===== src/rtl/store_pkg.sv =====
// Shared types for the store buffer: access-size encoding and the queued entry layout.
// The entry is sized for the widest configuration; narrower builds leave the top bits constant.
package store_pkg;

    typedef enum logic [1:0] {
        SZ_B = 2'b00,
        SZ_H = 2'b01,
        SZ_W = 2'b10,
        SZ_D = 2'b11
    } st_size_e;

    localparam int SB_AW_MAX   = 64;
    localparam int SB_XLEN_MAX = 64;
    localparam int SB_STRB_MAX = SB_XLEN_MAX / 8;

    typedef struct packed {
        logic [SB_AW_MAX-1:0]   waddr;
        logic [SB_XLEN_MAX-1:0] data;
        logic [SB_STRB_MAX-1:0] strb;
    } sb_entry_t;

    function automatic logic [7:0] size_mask(input st_size_e sz);
        case (sz)
            SZ_B:    return 8'h01;
            SZ_H:    return 8'h03;
            SZ_W:    return 8'h0F;
            default: return 8'hFF;
        endcase
    endfunction

endpackage


===== src/rtl/store_lane_align.sv =====
// Places right-justified store data onto its byte lanes, builds the byte strobe,
// and flags misaligned or size-illegal stores.
module store_lane_align
    import store_pkg::*;
#(
    parameter int XLEN = 32
) (
    input  st_size_e          i_size,
    input  logic [2:0]        i_addr_lo,
    input  logic [XLEN-1:0]   i_data,
    output logic [XLEN-1:0]   o_lane_data,
    output logic [XLEN/8-1:0] o_strb,
    output logic              o_err
);

    localparam int BW  = XLEN / 8;
    localparam int OFF = $clog2(BW);

    logic [OFF-1:0] w_off;
    logic [BW-1:0]  w_mask;

    assign w_off       = i_addr_lo[OFF-1:0];
    assign w_mask      = BW'(size_mask(i_size));
    assign o_lane_data = i_data << {w_off, 3'b000};
    assign o_strb      = w_mask << w_off;

    // A double store is only meaningful on a 64-bit data path.
    always_comb begin
        o_err = 1'b0;
        case (i_size)
            SZ_H:    o_err = i_addr_lo[0];
            SZ_W:    o_err = (i_addr_lo[1:0] != 2'b00);
            SZ_D:    o_err = (XLEN == 32) || (i_addr_lo != 3'b000);
            default: o_err = 1'b0;
        endcase
    end

endmodule


===== src/rtl/store_buffer.sv =====
// In-order store buffer: aligns incoming stores, queues them, drains them to memory one
// per handshake, and flags loads whose word address matches any queued store.
module store_buffer
    import store_pkg::*;
#(
    parameter int XLEN  = 32,
    parameter int AW    = 32,
    parameter int DEPTH = 4
) (
    input  logic                       clk,
    input  logic                       rst_n,
    input  logic                       st_valid,
    output logic                       st_ready,
    input  logic [1:0]                 st_size,
    input  logic [AW-1:0]              st_addr,
    input  logic [XLEN-1:0]            st_data,
    output logic                       st_err,
    output logic                       mem_valid,
    input  logic                       mem_ready,
    output logic [AW-1:0]              mem_addr,
    output logic [XLEN-1:0]            mem_wdata,
    output logic [XLEN/8-1:0]          mem_wstrb,
    input  logic [AW-1:0]              ld_addr,
    output logic                       ld_hazard,
    output logic [$clog2(DEPTH):0]     count,
    output logic                       empty
);

    localparam int BW  = XLEN / 8;
    localparam int OFF = $clog2(BW);
    localparam int PW  = $clog2(DEPTH);
    localparam int CW  = PW + 1;

    sb_entry_t       r_mem [DEPTH];
    logic [PW-1:0]   r_head;
    logic [PW-1:0]   r_tail;
    logic [CW-1:0]   r_count;
    logic            r_st_err;

    logic [XLEN-1:0] w_lane_data;
    logic [BW-1:0]   w_strb;
    logic            w_err;
    logic            w_accept;
    logic            w_enq;
    logic            w_deq;
    logic [DEPTH-1:0] w_hit;

    store_lane_align #(
        .XLEN (XLEN)
    ) u_align (
        .i_size      (st_size_e'(st_size)),
        .i_addr_lo   (st_addr[2:0]),
        .i_data      (st_data),
        .o_lane_data (w_lane_data),
        .o_strb      (w_strb),
        .o_err       (w_err)
    );

    assign st_ready  = (r_count < CW'(DEPTH));
    assign empty     = (r_count == '0);
    assign mem_valid = !empty;
    assign count     = r_count;
    assign st_err    = r_st_err;

    assign w_accept  = st_valid && st_ready;
    assign w_enq     = w_accept && !w_err;
    assign w_deq     = mem_valid && mem_ready;

    assign mem_addr  = AW'(r_mem[r_head].waddr) << OFF;
    assign mem_wdata = XLEN'(r_mem[r_head].data);
    assign mem_wstrb = BW'(r_mem[r_head].strb);

    always_ff @(posedge clk or negedge rst_n) begin
        if (!rst_n) begin
            r_head   <= '0;
            r_tail   <= '0;
            r_count  <= '0;
            r_st_err <= 1'b0;
        end else begin
            r_st_err <= w_accept && w_err;
            if (w_enq) begin
                r_tail <= r_tail + 1'b1;
            end
            if (w_deq) begin
                r_head <= r_head + 1'b1;
            end
            case ({w_enq, w_deq})
                2'b10:   r_count <= r_count + 1'b1;
                2'b01:   r_count <= r_count - 1'b1;
                default: r_count <= r_count;
            endcase
        end
    end

    // Entry payload is never reset; validity comes purely from the pointers and count.
    always_ff @(posedge clk) begin
        if (w_enq) begin
            r_mem[r_tail] <= '{
                waddr: SB_AW_MAX'(st_addr >> OFF),
                data:  SB_XLEN_MAX'(w_lane_data),
                strb:  SB_STRB_MAX'(w_strb)
            };
        end
    end

    // An entry is live when its distance from the head is below the occupancy.
    generate
        for (genvar gi = 0; gi < DEPTH; gi++) begin : g_hazard
            logic [PW-1:0] w_rel;
            assign w_rel     = PW'(gi) - r_head;
            assign w_hit[gi] = ({1'b0, w_rel} < r_count) &&
                               (r_mem[gi].waddr == SB_AW_MAX'(ld_addr >> OFF));
        end
    endgenerate

    assign ld_hazard = |w_hit;

endmodule

===== config.mk =====
export PLATFORM = sky130hd
export DESIGN_NAME = store_buffer
export DESIGN_NICKNAME = d
export VERILOG_FILES = /design/src/rtl/store_pkg.sv /design/src/rtl/store_lane_align.sv /design/src/rtl/store_buffer.sv
export SDC_FILE = /design/constraint.sdc
export NUM_CORES = 1
export LEC_CHECK = 0
export ABC_AREA = 1
export BUFFER_PORTS_ARGS = -buffer_cell sky130_fd_sc_hd__buf_2
export CAP_MARGIN = 5
export CORE_ASPECT_RATIO = 0.5
export CORE_MARGIN = 2
export CORE_UTILIZATION = 50
export CTS_CLUSTER_SIZE = 24
export DETAILED_ROUTE_END_ITERATION = 8
export HOLD_SLACK_MARGIN = 0.05
export PLACE_DENSITY = 0.71
export SLEW_MARGIN = 10
export SYNTH_ARGS = -nofsm -noshare
export SYNTH_HDL_FRONTEND = slang
export SYNTH_SLANG_ARGS = --single-unit

===== constraint.sdc =====
create_clock -name clk -period 4.4 [get_ports clk]
set_input_delay 0.22 -clock clk [delete_from_list [all_inputs] [get_ports clk]]
set_output_delay 0.22 -clock clk [all_outputs]
set_load 0.05 [all_outputs]

==> flow_summary.ini <==
[timing]
rsz0062_at_grt = false
setup_tns_ns = 0
relSlewSlack = 0.3952
slew_viol_final = 0
clock_skew_ns = 0.009030
fin_crit_ns = 3.393
hold_viol = 0
post-route-period-util = 0.7712
fmax_ghz = 0.2947
worst_slack_ns = 1.007
setup_viol = 0
tightestPinTransition_ns = 0.9072

[floorplan]
fp.dieW_um = 228.6
coreArea_um2 = 24980
die_y_um = 116.3
io_pins = 178
dieArea_um2 = 26590
initial_utilization = 0.5049
placementRows = 41

[drt]
post_drt_wl_per_cell_um = 19.27
via_per_inst = 5.484
drtAntennaViolNets = 0
drc = 0
drt_iter0_markers = 816
vias = 9498
drt_pre_antenna_iters = 8
wl_mm = 33.37

[yosys]
ys_ff_latch = 272
syn_inst = 1166
netlist_area_um2 = 12610
seq_area_frac_synth = 0.6444
netlist-cell-type-count = 36
synth-warning-count = 0
syn_area_per_cell_um2 = 10.82

[clocking]
numClockSinks = 272
clk_latency_ns = 0.54
clk_path_buf_depth = 3
cts.reportedPaths.clkPinSlew_ns = 0.06
root_buffer = clkbuf_16
cts_buffers = 25
cts.htree.levels = 1
cts_tree = yes

[power]
power.total_uw = 9384
ir_drop_uv = 359.2
power_leakage_uw = 0.006001
cellPowerDensity_nw_per_um2 = 629.2

[setup_path]
crit_chain = inv_2 > nor2_4 > inv_2 > nand2_1 > ha_1 > a21oi_1 > or2_0 > nand3_1 > nor2_1 > nor2_1 > nand2_1 > buf_2
crit_type = reg -> out
rr_worst_depth = 4
cp.required_ns = 4.18
slowest_delay_ns = 0.61
regToRegStartpoint = count[2]
crit_path_start_kind = flip-flop
critPathCaptureType = output port
cp_data_arrival_time_ns = 3.17
cpMaxStageDelayCell = dfrtp_2
worst-path-max-fanout = 21
crit_path_start = r_head[1]

[global_routing]
grt_use_total = 0.2488
grt_pass1_wl_mm = 50.25
grt_max_degree = 64
overflow = 0
grt_pass1_vias = 9378
antenna_found_initial = 2

[hold_path]
min_path_type = in -> async

[place]
dp_hpwl_mm = 21.34
gp_congestion = 0.9541
pre_cts_ws_ns = 1.553
port_buffers = 173
placed_cells = 1652

[cells_and_area]
final_layout_size_suffix_gt1_frac = 0.1841
post-route-util = 0.5970
stdcell_count = 1732
syn_to_final_growth_pct = 18.24
mostFrequentLayoutCell = nand2_1
final_nets = 1480
final_cell_mix = nand2_1 (287), edfxtp_1 (264), buf_2 (173)

[outcome]
outcome = complete, no violations

[run]
drv_cap = 0
[final timing paths]
check                           slack, ns      endpoint
max in group asynchronous            4.15     r_head[1]
min in group clk                     0.07     r_head[1]
worst max register to register       2.25  r_mem[0][21]
worst min register to register       0.54      count[1]
worst min-delay path                 0.05        st_err
worst max-delay path                 1.01     ld_hazard
[where the power goes]
part | switching (uW) | leakage [uW] | internal [uW]
clock | 915 | 0.000371 | 1180
sequential | 166 | 0.00249 | 3060
combinational | 3140 | 0.00314 | 923
[cell families (layout without fill, tap and decap cells)]
family,Yosys count,after routing,synth area share
AO/OA/AOI/OAI,151,151,0.08342
XOR/XNOR,50,50,0.03472
adder cells (fa/ha/maj),10,10,0.01052
buffers and inverters,172,390,0.05972
flip-flops,272,272,0.6444
other,1,5,0.0002973
AND/OR/NAND/NOR,510,510,0.1669
[through the flow]
step	cell area, um2	hold slack, ns
CTS	14910	0.05212
detailed placement	13810	0.07625
global placement	13810	0.07144
finish	14910	0.05444
global route	14910	0.07263
floorplan	12620	-0.07559
[final cells by class]
type	count	area (um2)
diodes	3	7.507
clock buffers	40	723.2
repair buffers	221	1334
clock inverters	4	46.29
well taps	344	430.4
fillers	2010	10070
flip-flops and latches	272	8130
multi-input cells	723	3774
inverters	125	469.2
[what timing repair did]
| item | 4_1_cts | 5_1_grt |
|---|---|---|
| hold endpoints to repair | 129 | 0 |
| hold buffers | 33 | 0 |
| gates resized for setup | 0 | 0 |
| setup endpoints to repair | 0 | 0 |
| setup buffers | 0 | 0 |
[worst max-delay path: cells and delay by family (launching register included)]
kind / cells / cell delay, ns
buf+inv: 3 / 0.87
compound gates: 1 / 0.14
simple gates: 7 / 0.71
fa+ha+maj: 1 / 0.30
flops: 1 / 0.61
[per-layer routing]
metal	GRT usage	wire length, um	vias to the layer above
met4	0.08497	771	2
met3	0.04565	2807	62
met1	0.3149	13310	4551
li1	-	-	4435
met5	0	13	-
met2	0.4405	16470	448
[Yosys cell counts, drive strengths merged]
library cell / number / share of area
a21oi: 15 / 0.0060
a221o: 3 / 0.0024
a22oi: 70 / 0.042
buf: 38 / 0.020
clkbuf: 9 / 0.0029
clkinv: 1 / 0.00030
conb: 1 / 0.00030
dfrtp: 8 / 0.016
edfxtp: 264 / 0.63
fa: 1 / 0.0016
ha: 9 / 0.0089
inv: 124 / 0.037
nand2: 287 / 0.085
nand3: 105 / 0.043
nand4: 1 / 0.00050
nor2: 107 / 0.034
nor3: 4 / 0.0016
o211ai: 8 / 0.0048
o21ai: 30 / 0.012
o21bai: 1 / 0.0015
o221ai: 12 / 0.0083
o22ai: 7 / 0.0035
o32ai: 5 / 0.0035
or2: 6 / 0.0030
xnor2: 30 / 0.021
xor2: 20 / 0.014
[sequential cells by signal (all words and copies together), names as in the netlist]
| register | count |
|---|---|
| r_head | 2 |
| r_mem | 264 |
| st_err | 1 |
| r_tail | 2 |
| count | 3 |
(Power assumes the default switching activity.)
